==> config.mk <==
export PLATFORM = sky130hd
export DESIGN_NAME = wb_result_arbiter
export DESIGN_NICKNAME = d
export VERILOG_FILES = /design/src/rtl/wb_result_arbiter.sv
export SDC_FILE = /design/constraint.sdc
export NUM_CORES = 2
export LEC_CHECK = 0
export CAP_MARGIN = 20
export CORE_AREA = 2 2 434 436
export CTS_BUF_LIST = sky130_fd_sc_hd__clkbuf_8 sky130_fd_sc_hd__clkbuf_16
export DETAILED_ROUTE_END_ITERATION = 6
export DIE_AREA = 0 0 436 438
export PLACE_DENSITY = 0.62
export REMOVE_ABC_BUFFERS = 1
export SETUP_SLACK_MARGIN = 0.4
export SLEW_MARGIN = 20
export SYNTH_ARGS = -nofsm -noshare
export SYNTH_HDL_FRONTEND = slang
export SYNTH_SLANG_ARGS = --single-unit
==> constraint.sdc <==
create_clock -name clk -period 11.4 [get_ports clk]
set_input_delay 2.28 -clock clk [delete_from_list [all_inputs] [get_ports clk]]
set_output_delay 2.28 -clock clk [all_outputs]
set_load 0.03 [all_outputs]
==> src/rtl/wb_result_arbiter.sv <==
// Shared writeback stage: each FU result lands in a 2-entry FIFO, and a round-robin
// arbiter moves one buffered result per cycle into the registered wb_* outputs.
module wb_result_arbiter #(
    parameter int INST_ID_BITS = 6,
    parameter int PRN_BITS     = 6,
    parameter int MAX_OPERANDS = 3,
    parameter int FU_COUNT     = 4,
    parameter int FU_IDX_BITS  = 2
) (
    input  logic                    clk,
    input  logic                    rst,

    input  logic                    fu_in_valid      [FU_COUNT],
    output logic                    fu_in_ready      [FU_COUNT],
    input  logic [INST_ID_BITS-1:0] fu_in_inst_id    [FU_COUNT],
    input  logic [PRN_BITS-1:0]     fu_in_prn        [FU_COUNT][MAX_OPERANDS],
    input  logic [63:0]             fu_in_data       [FU_COUNT][MAX_OPERANDS],
    input  logic                    fu_in_data_valid [FU_COUNT][MAX_OPERANDS],

    output logic                    wb_valid,
    input  logic                    wb_ready,
    output logic [INST_ID_BITS-1:0] wb_inst_id,
    output logic [PRN_BITS-1:0]     wb_prn           [MAX_OPERANDS],
    output logic [63:0]             wb_data          [MAX_OPERANDS],
    output logic                    wb_data_valid    [MAX_OPERANDS],
    output logic [FU_IDX_BITS-1:0]  wb_fu_index
);

    typedef struct packed {
        logic [INST_ID_BITS-1:0]               inst_id;
        logic [MAX_OPERANDS-1:0][PRN_BITS-1:0] prn;
        logic [MAX_OPERANDS-1:0][63:0]         data;
        logic [MAX_OPERANDS-1:0]               data_valid;
    } result_t;

    result_t                in_res     [FU_COUNT];
    result_t                fifo_mem   [FU_COUNT][2];
    logic [1:0]             fifo_count [FU_COUNT];
    logic                   fifo_head  [FU_COUNT];
    logic                   fifo_tail  [FU_COUNT];
    logic                   push       [FU_COUNT];
    logic                   pop        [FU_COUNT];
    logic                   req        [FU_COUNT];

    logic                   adv;
    logic                   grant_valid;
    logic [FU_IDX_BITS-1:0] grant_idx;
    logic [FU_IDX_BITS-1:0] cand;
    logic [FU_IDX_BITS-1:0] rr_ptr;
    logic [FU_IDX_BITS-1:0] rr_next;
    result_t                wb_q;

    // Flatten each FU's port bundle into one record so the FIFO stores it as a unit.
    always_comb begin
        for (int i = 0; i < FU_COUNT; i++) begin
            in_res[i]         = '0;
            in_res[i].inst_id = fu_in_inst_id[i];
            for (int k = 0; k < MAX_OPERANDS; k++) begin
                in_res[i].prn[k]        = fu_in_prn[i][k];
                in_res[i].data[k]       = fu_in_data[i][k];
                in_res[i].data_valid[k] = fu_in_data_valid[i][k];
            end
        end
    end

    // Ready depends only on the registered count, so an FU never pushes into a full FIFO.
    always_comb begin
        for (int i = 0; i < FU_COUNT; i++) begin
            fu_in_ready[i] = (fifo_count[i] != 2'd2);
            push[i]        = fu_in_valid[i] && fu_in_ready[i];
            req[i]         = (fifo_count[i] != 2'd0);
            fifo_tail[i]   = fifo_head[i] ^ fifo_count[i][0];
        end
    end

    assign adv = !wb_valid || wb_ready;

    // NOTE: every always_comb output gets a default before any conditional
    // assignment; a path that leaves one unassigned infers a latch.
    always_comb begin
        grant_valid = 1'b0;
        grant_idx   = '0;
        cand        = '0;
        for (int i = 0; i < FU_COUNT; i++) begin
            cand = FU_IDX_BITS'((int'(rr_ptr) + i) % FU_COUNT);
            if (adv && !grant_valid && req[cand]) begin
                grant_valid = 1'b1;
                grant_idx   = cand;
            end
        end
    end

    always_comb begin
        for (int i = 0; i < FU_COUNT; i++) begin
            pop[i] = grant_valid && (grant_idx == FU_IDX_BITS'(i));
        end
    end

    assign rr_next = (grant_idx == FU_IDX_BITS'(FU_COUNT - 1)) ? '0 : grant_idx + 1'b1;

    // NOTE: all state updates in clocked blocks use non-blocking assignments so
    // every register samples pre-edge values regardless of process order.
    always_ff @(posedge clk or posedge rst) begin
        if (rst) begin
            for (int i = 0; i < FU_COUNT; i++) begin
                fifo_count[i] <= 2'd0;
                fifo_head[i]  <= 1'b0;
            end
        end else begin
            for (int i = 0; i < FU_COUNT; i++) begin
                if (pop[i]) begin
                    fifo_head[i] <= ~fifo_head[i];
                end
                if (push[i] && !pop[i]) begin
                    fifo_count[i] <= fifo_count[i] + 2'd1;
                end else if (!push[i] && pop[i]) begin
                    fifo_count[i] <= fifo_count[i] - 2'd1;
                end
            end
        end
    end

    // NOTE: the FIFO payload storage has no reset; an entry is only ever read
    // after being written, and the reset counts already mark it empty.
    always_ff @(posedge clk) begin
        for (int i = 0; i < FU_COUNT; i++) begin
            if (push[i]) begin
                fifo_mem[i][fifo_tail[i]] <= in_res[i];
            end
        end
    end

    // Writeback register: loads only on a grant, so a stall holds every field stable.
    always_ff @(posedge clk or posedge rst) begin
        if (rst) begin
            wb_valid    <= 1'b0;
            wb_q        <= '0;
            wb_fu_index <= '0;
            rr_ptr      <= '0;
        end else if (adv) begin
            if (grant_valid) begin
                wb_valid    <= 1'b1;
                wb_q        <= fifo_mem[grant_idx][fifo_head[grant_idx]];
                wb_fu_index <= grant_idx;
                rr_ptr      <= rr_next;
            end else begin
                wb_valid <= 1'b0;
            end
        end
    end

    always_comb begin
        wb_inst_id = wb_q.inst_id;
        for (int k = 0; k < MAX_OPERANDS; k++) begin
            wb_prn[k]        = wb_q.prn[k];
            wb_data[k]       = wb_q.data[k];
            wb_data_valid[k] = wb_q.data_valid[k];
        end
    end

endmodule

==> out/qor.yml <==
synth_area_leader_cell: "edfxtp_1"
ys_warn_count: 0
avgViaCountPerCell: 5.93
ios: 1109
crit_path_max_incr_delay_ns: 0.76
top_layer_used: "met5"
critPathBufInv: 4
cap_violations: 0
finalHoldViolCount: 0
drt_iter0_drc: 4625
pre_cts_slack_ns: 4.25
utilization: 0.517
timing.fmax_mhz: 163
crit_slowest_cell: "buf_4"
fin_crit_sh: 0.538
period_minus_slack_ns: 6.13
globalplace.congestion: 0.871
root_buffer: "clkbuf_16"
wl_met2_um: 125000
grt_pass1_vias: 45800
htree_levels: 4
hold_buffers: 0
syn_inst: 3997
layout.nets: 5903
timing_worst_setup_path_type: "in -> reg"
grt_first_pass_wirelength_um: 353000
fp.dieArea_um2: 191000
path_clk_slew_ns: 0.06
grt_antenna_before_repair: 135
setup_viol: 0
synth.avg_cell_area_um2: 19.0
ir_drop_mv: 0.332
tightestPinTransition_ns: 1.28
slew-limit-headroom: 0.144
end_kind: "register"
wl_um: 255000
netlist_area_um2: 76100
crit_top_cell: "buf_4"
drt_first_pass_iters: 6
cts_resized: 0
start_kind: "input port"
place_hpwl_um: 154000
num_rows: 159
hold_path_class: "reg -> reg"
rsz0062_at_grt: "false"
finalSetupTns_ns: 0
fin_ws_ns: 5.27
outcome: "completed"
drive_gt1_frac: 0.116
grt_max_degree: 195
synth_common_cells: "edfxtp_1, nor3b_1, clkbuf_1, dfrtp_1, a31oi_1"
slew_viol_final: 0
drc: 0
area_growth_syn_to_layout_pct: 26.9
ys.flop_type: "edfxtp_1"
numCtsBuffers: 203
fp.dieW_um: 436
yosysMostFrequentCell: "edfxtp_1"
cts_sinks: 1988
final_antenna_net_count: 0
fin_skew_ns: 0.0406
yosysSeqAreaShare: 0.769
critical_path.cell_chain: "clkdlybuf4s50_1 > nor2b_1 > a2111o_2 > buf_4 > buf_4 > buf_4 > mux4_2 > a221o_1"
required_ns: 12.11
arrival_ns: 6.84
wl_met1_um: 95600
synth_seq_cells: 1988
wl_per_cell_um: 32.7
leakagePower_nw: 31.6
port_buffers: 1108
start_util: 0.408
met3_length_um: 20300
num_vias: 46200
track_usage: 0.259
synth-edff-count: 1752
grt_overflow: 0
pwr_density_cell_nw_per_um2: 289
core_um2: 187000
synthArstFlopShare: 0.119
insertion_delay_ns: 0.85
yosysTopAreaCellShare: 0.691
cts_tree: "built"
post_cts_buffers: 0
holdWs_ns: 0.485
yosysUniqueCellTypes: 39
cpLargestDelayFamily: "buffers and inverters"
p_total_mw: 27.9
synth.area.top_cells: "edfxtp_1, dfrtp_1, mux4_2"
fp.dieH_um: 438
crit_fanout: 34
clockBufferDepth: 3
[worst paths after layout]
check,depth (start not counted),end,slack (ns),from
setup / recovery,8,wb_data[43],5.27,wb_ready
hold / removal,2,wb_fu_index[1],0.48,wb_fu_index[1]
setup reg to reg,8,wb_data[43],6.22,fifo_count[0]
hold reg to reg,2,wb_fu_index[1],0.48,wb_fu_index[1]
max in group asynchronous,4,wb_data[95],7.25,rst
min in group asynchronous,2,wb_data[149],2.00,rst
[area by class of cell]
cell class / count / area, um^2
Fill cell: 15200 / 90000
Antenna cell: 105 / 263
Clock buffer: 234 / 5540
Clock inverter: 148 / 1060
Sequential cell: 1988 / 58500
Multi-Input combinational cell: 1629 / 16100
Tap cell: 2495 / 3120
Timing Repair Buffer: 1184 / 11900
Inverter: 9 / 63.8
[power breakdown]
group          switching, mW  internal (mW)
clock                   2.82           3.73
combinational           6.20           3.26
sequential             0.854           11.0
[layer usage]
layer,global-route usage,up-vias
li1,-,19200
met1,0.325,24000
met2,0.416,2382
met3,0.0573,516
met4,0.151,52
met5,0,-
[cells in the final DEF, fill, tap and decap left out, types with 2 or more instances in the layout]
cell type	synthesis	layout
a211oi_1	219	219
a221o_1	218	218
a311oi_1	219	219
a31oi_1	222	222
and3_1	6	2
and3_4	0	4
buf_12	0	19
buf_4	2	56
bufinv_16	0	12
clkbuf_16	0	206
clkbuf_8	0	28
clkdlybuf4s50_1	0	1108
clkinv_1	1	25
clkinv_16	0	2
clkinv_2	0	28
dfrtp_1	236	234
dfrtp_4	0	2
diode_2	0	105
edfxtp_1	1752	1752
ha_1	5	5
inv_1	8	76
inv_16	0	4
inv_6	0	4
inv_8	0	4
mux4_2	221	221
nand2_1	16	15
nand2b_1	6	6
nand3_1	5	5
nor2_1	17	13
nor2_4	0	4
nor3_1	2	2
nor3b_1	437	437
o21ai_0	2	2
xnor2_1	12	12
xor2_1	8	8
[sequential cells by signal (all words and copies together), names as in the netlist]
signal         count
wb_inst_id         6
wb_fu_index        2
wb_valid           1
fifo_head          4
wb_prn            18
fifo_count         8
rr_ptr             2
wb_data_valid      3
wb_data          192
fifo_mem        1752
[metrics by stage]
step	cells	cell area [um^2]
floorplan	3626	74500
global placement	7304	89700
detailed placement	7304	89700
CTS	7686	96300
global route	7784	96500
finish	7792	96600
[cell families (layout without fill, tap and decap cells)]
logic type / count (synthesis) / in the layout / share of synthesized area
DFF: 1988 / 1988 / 0.769
AOI/OAI and AO/OA: 887 / 887 / 0.0947
and+or+nand+nor: 496 / 496 / 0.0469
buffers and inverters: 380 / 1575 / 0.0210
muxes: 221 / 221 / 0.0654
xor gates and xnor gates: 20 / 20 / 0.00230
adders and majority gates: 5 / 5 / 0.000822
other: 0 / 105 / 0
[worst register-to-register path, cell delays in order, from the launching register on]
cell      delay (ns)
dfrtp_1         0.45
nor2_1          0.47
and3_1          0.25
a2111o_2        0.69
buf_4           0.77
buf_4           0.76
buf_4           0.68
mux4_2          0.65
a221o_1         0.33
Note: power is estimated with default switching activity, not from simulation.
